## config.mk

```make
export PLATFORM = sky130hd
export DESIGN_NAME = load_store_unit
export DESIGN_NICKNAME = d
export VERILOG_FILES = /design/src/rtl/mem_pkg.sv /design/src/rtl/lane_align.sv /design/src/rtl/load_store_unit.sv
export SDC_FILE = /design/constraint.sdc
export NUM_CORES = 1
export LEC_CHECK = 0
export ABC_AREA = 1
export CORE_AREA = 3 3 127 129
export DETAILED_ROUTE_END_ITERATION = 10
export DIE_AREA = 0 0 130 132
export PLACE_DENSITY_LB_ADDON = 0.2
export SLEW_MARGIN = 10
export SYNTH_ARGS = -nofsm -noshare
export SYNTH_HDL_FRONTEND = slang
export SYNTH_SLANG_ARGS = --single-unit
```

## constraint.sdc

```tcl
create_clock -name clk -period 1.9 [get_ports clk]
set_input_delay 0.19 -clock clk [delete_from_list [all_inputs] [get_ports clk]]
set_output_delay 0.19 -clock clk [all_outputs]
set_load 0.03 [all_outputs]
```

## src/rtl/mem_pkg.sv

```systemverilog
// Shared definitions for the data-memory access path.
package mem_pkg;

  localparam int DEPTH_DEF = 256;

  localparam logic [1:0] SZ_BYTE = 2'b00;
  localparam logic [1:0] SZ_HALF = 2'b01;
  localparam logic [1:0] SZ_WORD = 2'b10;

  typedef enum logic [1:0] {
    IDLE = 2'd0,
    RD   = 2'd1,
    WR   = 2'd2,
    RESP = 2'd3
  } lsu_state_t;

endpackage

```

## src/rtl/lane_align.sv

```systemverilog
// Little-endian lane extraction (loads) and lane insertion (stores) for one 32-bit word.
module lane_align
  import mem_pkg::*;
(
  input  logic [31:0] word,
  input  logic [31:0] wdata,
  input  logic [1:0]  lane,
  input  logic [1:0]  size,
  input  logic        is_unsigned,
  output logic [31:0] load_data,
  output logic [31:0] store_word
);

  logic [4:0]  sh;
  logic [7:0]  bsel;
  logic [15:0] hsel;

  always_comb begin
    sh         = {lane, 3'b000};
    bsel       = 8'(word >> sh);
    hsel       = lane[1] ? word[31:16] : word[15:0];
    load_data  = '0;
    store_word = word;
    case (size)
      SZ_BYTE: begin
        load_data  = is_unsigned ? {24'h0, bsel} : {{24{bsel[7]}}, bsel};
        store_word = (word & ~(32'h0000_00ff << sh)) | ({24'h0, wdata[7:0]} << sh);
      end
      SZ_HALF: begin
        load_data  = is_unsigned ? {16'h0, hsel} : {{16{hsel[15]}}, hsel};
        store_word = lane[1] ? {wdata[15:0], word[15:0]} : {word[31:16], wdata[15:0]};
      end
      SZ_WORD: begin
        load_data  = word;
        store_word = wdata;
      end
      default: ;
    endcase
  end

endmodule

```

## src/rtl/load_store_unit.sv

```systemverilog
// Byte/half/word load-store controller in front of the word-addressed DataMemory.
//   state | meaning
//   IDLE  | ready for a request; error check and latch on acceptance
//   RD    | MemRead asserted; rdata captured at the end of the cycle
//   WR    | MemWrite asserted for one cycle
//   RESP  | response formed; resp_valid pulses in the following cycle
module load_store_unit
  import mem_pkg::*;
#(
  parameter int DEPTH = DEPTH_DEF,
  parameter int AW    = $clog2(DEPTH)
) (
  input  logic        clk,
  input  logic        rst_n,
  input  logic        req_valid,
  output logic        req_ready,
  input  logic        req_write,
  input  logic [1:0]  req_size,
  input  logic        req_unsigned,
  input  logic [31:0] req_addr,
  input  logic [31:0] req_wdata,
  output logic        resp_valid,
  output logic [31:0] resp_rdata,
  output logic        resp_error,
  output logic [31:0] adress,
  output logic [31:0] wdata,
  output logic        MemWrite,
  output logic        MemRead,
  input  logic [31:0] rdata
);

  lsu_state_t  state;
  logic        wr_q, uns_q, err_q;
  logic [1:0]  size_q, lane_q;
  logic [31:0] wdata_q, word_q;
  logic [31:0] align_word, load_data, store_word;
  logic        acc_err;

  assign req_ready = (state == IDLE) && rst_n;

  assign acc_err = (req_size == 2'b11)
                || ((req_size == SZ_HALF) && req_addr[0])
                || ((req_size == SZ_WORD) && (req_addr[1:0] != 2'b00))
                || ({2'b00, req_addr[31:2]} >= 32'(DEPTH));

  // Merge needs the word arriving from memory during RD; extraction uses the captured copy.
  assign align_word = (state == RD) ? rdata : word_q;

  lane_align u_lane_align (
    .word        (align_word),
    .wdata       (wdata_q),
    .lane        (lane_q),
    .size        (size_q),
    .is_unsigned (uns_q),
    .load_data   (load_data),
    .store_word  (store_word)
  );

  always_ff @(posedge clk) begin
    if (!rst_n) begin
      state      <= IDLE;
      resp_valid <= 1'b0;
      resp_error <= 1'b0;
      resp_rdata <= '0;
      MemWrite   <= 1'b0;
      MemRead    <= 1'b0;
      adress     <= '0;
      wdata      <= '0;
      wr_q       <= 1'b0;
      uns_q      <= 1'b0;
      err_q      <= 1'b0;
      size_q     <= SZ_BYTE;
      lane_q     <= 2'b00;
      wdata_q    <= '0;
      word_q     <= '0;
    end else begin
      resp_valid <= 1'b0;
      resp_error <= 1'b0;
      resp_rdata <= '0;
      MemRead    <= 1'b0;
      MemWrite   <= 1'b0;
      case (state)
        IDLE: if (req_valid) begin
          wr_q    <= req_write;
          uns_q   <= req_unsigned;
          err_q   <= acc_err;
          size_q  <= req_size;
          lane_q  <= req_addr[1:0];
          wdata_q <= req_wdata;
          adress  <= {{(32-AW){1'b0}}, req_addr[AW+1:2]};
          if (acc_err) begin
            state <= RESP;
          end else if (req_write && (req_size == SZ_WORD)) begin
            state    <= WR;
            MemWrite <= 1'b1;
            wdata    <= req_wdata;
          end else begin
            state   <= RD;
            MemRead <= 1'b1;
          end
        end
        RD: begin
          word_q <= rdata;
          if (wr_q) begin
            state    <= WR;
            MemWrite <= 1'b1;
            wdata    <= store_word;
          end else begin
            state <= RESP;
          end
        end
        WR: state <= RESP;
        RESP: begin
          resp_valid <= 1'b1;
          resp_error <= err_q;
          resp_rdata <= (err_q || wr_q) ? 32'h0 : load_data;
          state      <= IDLE;
        end
        default: state <= IDLE;
      endcase
    end
  end

endmodule

```

==> results.sh <==
export IMPL_initial_core_util_pct=48.7
export IMPL_grtUsageTotal_pct=26.5
export IMPL_vdd_ir_drop_max_uv=671
export IMPL_power_per_cell_area_nw_per_um2=1120
export IMPL_cp_slowest_cell="dfxtp_2"
export IMPL_drt_total_wl_mm=23.2
export IMPL_grt_max_degree=54
export IMPL_r2r_start="state[1]"
export IMPL_p_leak_nw=4.47
export IMPL_cpMostUsedCell="nand2_1"
export IMPL_clock_latency_ns=0.43
export IMPL_slew_viol_final=0
export IMPL_die_y_um=132
export IMPL_fillers=1359
export IMPL_cp_startpoint="state[1]"
export IMPL_setup_worst_path_end_class="flip-flop"
export IMPL_ioPinCount=204
export IMPL_critPathBufInv=3
export IMPL_cts_setup_buffers=0
export IMPL_drc=0
export IMPL_crit_path_max_incr_delay_ns=0.33
export IMPL_yosysWarnings=0
export IMPL_hold_viol=0
export IMPL_numCtsBuffers=17
export IMPL_cts_sinks=149
export IMPL_num_rows=45
export IMPL_core_area_um2=15100
export IMPL_fin_tns_setup_ns=0
export IMPL_drive_above_1_share_pct=11.8
export IMPL_startpoint_type="flip-flop"
export IMPL_clockBufferDepth=2
export IMPL_ys_seq_area_share_pct=40.4
export IMPL_ys_flop_type="dfxtp_1"
export IMPL_synth_area_leaders="dfxtp_1, nor2_1, nand2_1, a21oi_1, o21ai_0"
export IMPL_period_minus_slack_ns=1.83
export IMPL_cp_arrival_ns=2.13
export IMPL_cts_tree="built"
export IMPL_root_buffer="clkbuf_16"
export IMPL_ant_nets=0
export IMPL_r2r_setup_slack_ns=0.07
export IMPL_grt_pass1_wl_mm=36.0
export IMPL_fmax_mhz=547
export IMPL_finalClockSkew_ns=0.0106
export IMPL_rsz0062_at_grt="false"
export IMPL_register_area_um2=2990
export IMPL_dr_pass1_iters=5
export IMPL_antenna_found_initial=1
export IMPL_min_delay_path_depth=3
export IMPL_synth_seq_cells=149
export IMPL_multi_input_area_um2=3610
export IMPL_hold_end="resp_valid"
export IMPL_h_tree_depth=4
export IMPL_first_iter_violations=807
export IMPL_area_growth_pct=37.8
export IMPL_path_cells="inv_2 > ha_4 > buf_4 > nand2_2 > nand2_1 > nand2_1 > o21ai_1 > or2_2 > nand3_4 > clkbuf_16 > a31oi_1"
export IMPL_worst_ep_required_time_ns=2.20
export IMPL_synth_cell_types=38
export IMPL_via_per_inst=5.14
export IMPL_worst_pin_slew_ns=0.504
export IMPL_grt_ovfl_total=0
export IMPL_die_w_um=130
export IMPL_wl_per_cell_um=15.5
export IMPL_whs_ns=0.0565
export IMPL_synthArstFlopShare_pct=0
export IMPL_crit_type="flip-flop to flip-flop"
export IMPL_synth_edf_count=0
export IMPL_gp_congestion=0.946
export IMPL_avgSynthCellArea_um2=6.70
export IMPL_cp_top_family="simple AND/OR/NAND/NOR gates"
export IMPL_num_vias=7695
export IMPL_synth_top_cell_area_share_pct=40.4
export IMPL_finalSetupViolations=0
export IMPL_final_area_um2=10200
export IMPL_port_buffers=179
export IMPL_relSlewSlack_pct=66.4
export IMPL_status="complete, no violations"
export IMPL_synthCells=1102
export IMPL_clkTransAtPathRegs_ns=0.06
export IMPL_hold_start="rst_n"
export IMPL_crit_fanout=12
export IMPL_timing_final_crit_share_pct=96.3
export IMPL_place_area_um2=9470
export IMPL_synth_top_area_cell="dfxtp_1"
export IMPL_grt_pass1_vias=6976
export IMPL_place_hpwl_mm=17.2
export IMPL_hp_class="primary input to flip-flop"
export IMPL_die_area_um2=17200
export IMPL_r2r_worst_path_cells=11
export IMPL_syn_area_um2=7380
export IMPL_rr_endpoint="resp_rdata[27]"
export IMPL_finalNetCount=1405
export IMPL_maxCapViolCount=0
==> cells by family after synthesis <==
family	Yosys count	synth area share [%]
compound gates	230	16.8
fa+ha+maj	4	0.678
buf+inv	202	13.1
flops	149	40.4
other cells	1	0.0508
simple gates	516	29.0
==> tightest hold or removal path: cells and delay by family <==
family                 cells  cell delay [ns]
AND/OR/NAND/NOR            1             0.08
buffers and inverters      2             0.18
==> worst max path at each step <==
stage | endpoint | slack (ns) | depth (start not counted)
2_1_floorplan | wdata[20] | 0.15 | 11
3_3_place_gp | wdata[20] | 0.007 | 10
3_5_place_dp | wdata[20] | -0.008 | 10
4_1_cts | resp_rdata[21] | 0.001 | 10
5_1_grt | wdata[9] | 0.001 | 10
6_report | resp_rdata[27] | 0.07 | 11
==> timing repair <==
item,in CTS,in global routing
pin swaps,0,3
hold buffers,0,0
setup endpoints to repair,11,61
cloned,0,2
gates resized for setup,8,22
==> synthesized netlist by cell type, drive strengths merged, types with 5 or more instances <==
| cell | count |
|---|---|
| nand2 | 196 |
| nand3 | 35 |
| nand4 | 9 |
| a31oi | 17 |
| dfxtp | 149 |
| o21ai | 99 |
| clkbuf | 28 |
| o22ai | 12 |
| a21boi | 5 |
| nor3 | 11 |
| inv | 111 |
| a21oi | 93 |
| or2 | 19 |
| nor2 | 244 |
| buf | 62 |
==> cell type report <==
| class | count | share of cell area, % |
|---|---|---|
| timing repair buffer | 244 | 23.2 |
| clock inverter | 8 | 0.775 |
| antenna | 1 | 0.0246 |
| inverter | 112 | 4.21 |
| multi-input combinational | 774 | 35.5 |
| sequential | 149 | 29.4 |
| tap | 188 | 2.31 |
| clock buffer | 22 | 4.56 |
==> metrics by stage <==
stage                     total power, mW  utilization [%]  setup slack [ns]  std cells
final                                11.4             67.1            0.0702       1498
after global routing                 12.0             67.1           0.00120       1498
after CTS                            11.2             66.3           0.00110       1495
after detailed placement             8.08             62.6          -0.00814       1465
after global placement               8.03             62.6           0.00701       1465
after floorplan                      6.52                -             0.150       1125
==> registers in the layout, summed over array words and instances, names as in the netlist, 2 cells and up <==
register,flops
resp_rdata,32
wdata,32
wdata_q,32
word_q,32
adress,8
lane_q,2
size_q,2
state,2
==> per-layer routing <==
| layer | vias to the layer above | routed length [µm] | track usage, % |
|---|---|---|---|
| met5 | - | 0 | 0 |
| met4 | 0 | 465 | 8.43 |
| met3 | 43 | 1800 | 6.20 |
| met2 | 341 | 10400 | 39.1 |
| met1 | 3463 | 10500 | 38.3 |
| li1 | 3848 | - | - |
==> power breakdown <==
part	internal [mW]	switching (mW)
sequential	3.56	0.258
clock	1.85	1.29
combinational	1.72	2.76
==> cell usage in the layout (no fill, tap or decap), drive strengths merged <==
| master | netlist | layout |
|---|---|---|
| a21boi | 5 | 5 |
| a21oi | 93 | 93 |
| a22oi | 1 | 1 |
| a31oi | 17 | 17 |
| and2 | 2 | 2 |
| buf | 62 | 65 |
| bufinv | 0 | 1 |
| clkbuf | 28 | 24 |
| clkdlybuf4s50 | 0 | 177 |
| clkinv | 1 | 7 |
| clkinvlp | 0 | 1 |
| conb | 1 | 24 |
| dfxtp | 149 | 149 |
| diode | 0 | 1 |
| ha | 4 | 4 |
| inv | 111 | 111 |
| nand2 | 196 | 196 |
| nand3 | 35 | 35 |
| nand4 | 9 | 9 |
| nor2 | 244 | 244 |
| nor3 | 11 | 11 |
| o21ai | 99 | 99 |
| o221ai | 3 | 3 |
| o22ai | 12 | 12 |
| or2 | 19 | 19 |
Note: power is estimated with default switching activity, not from simulation.
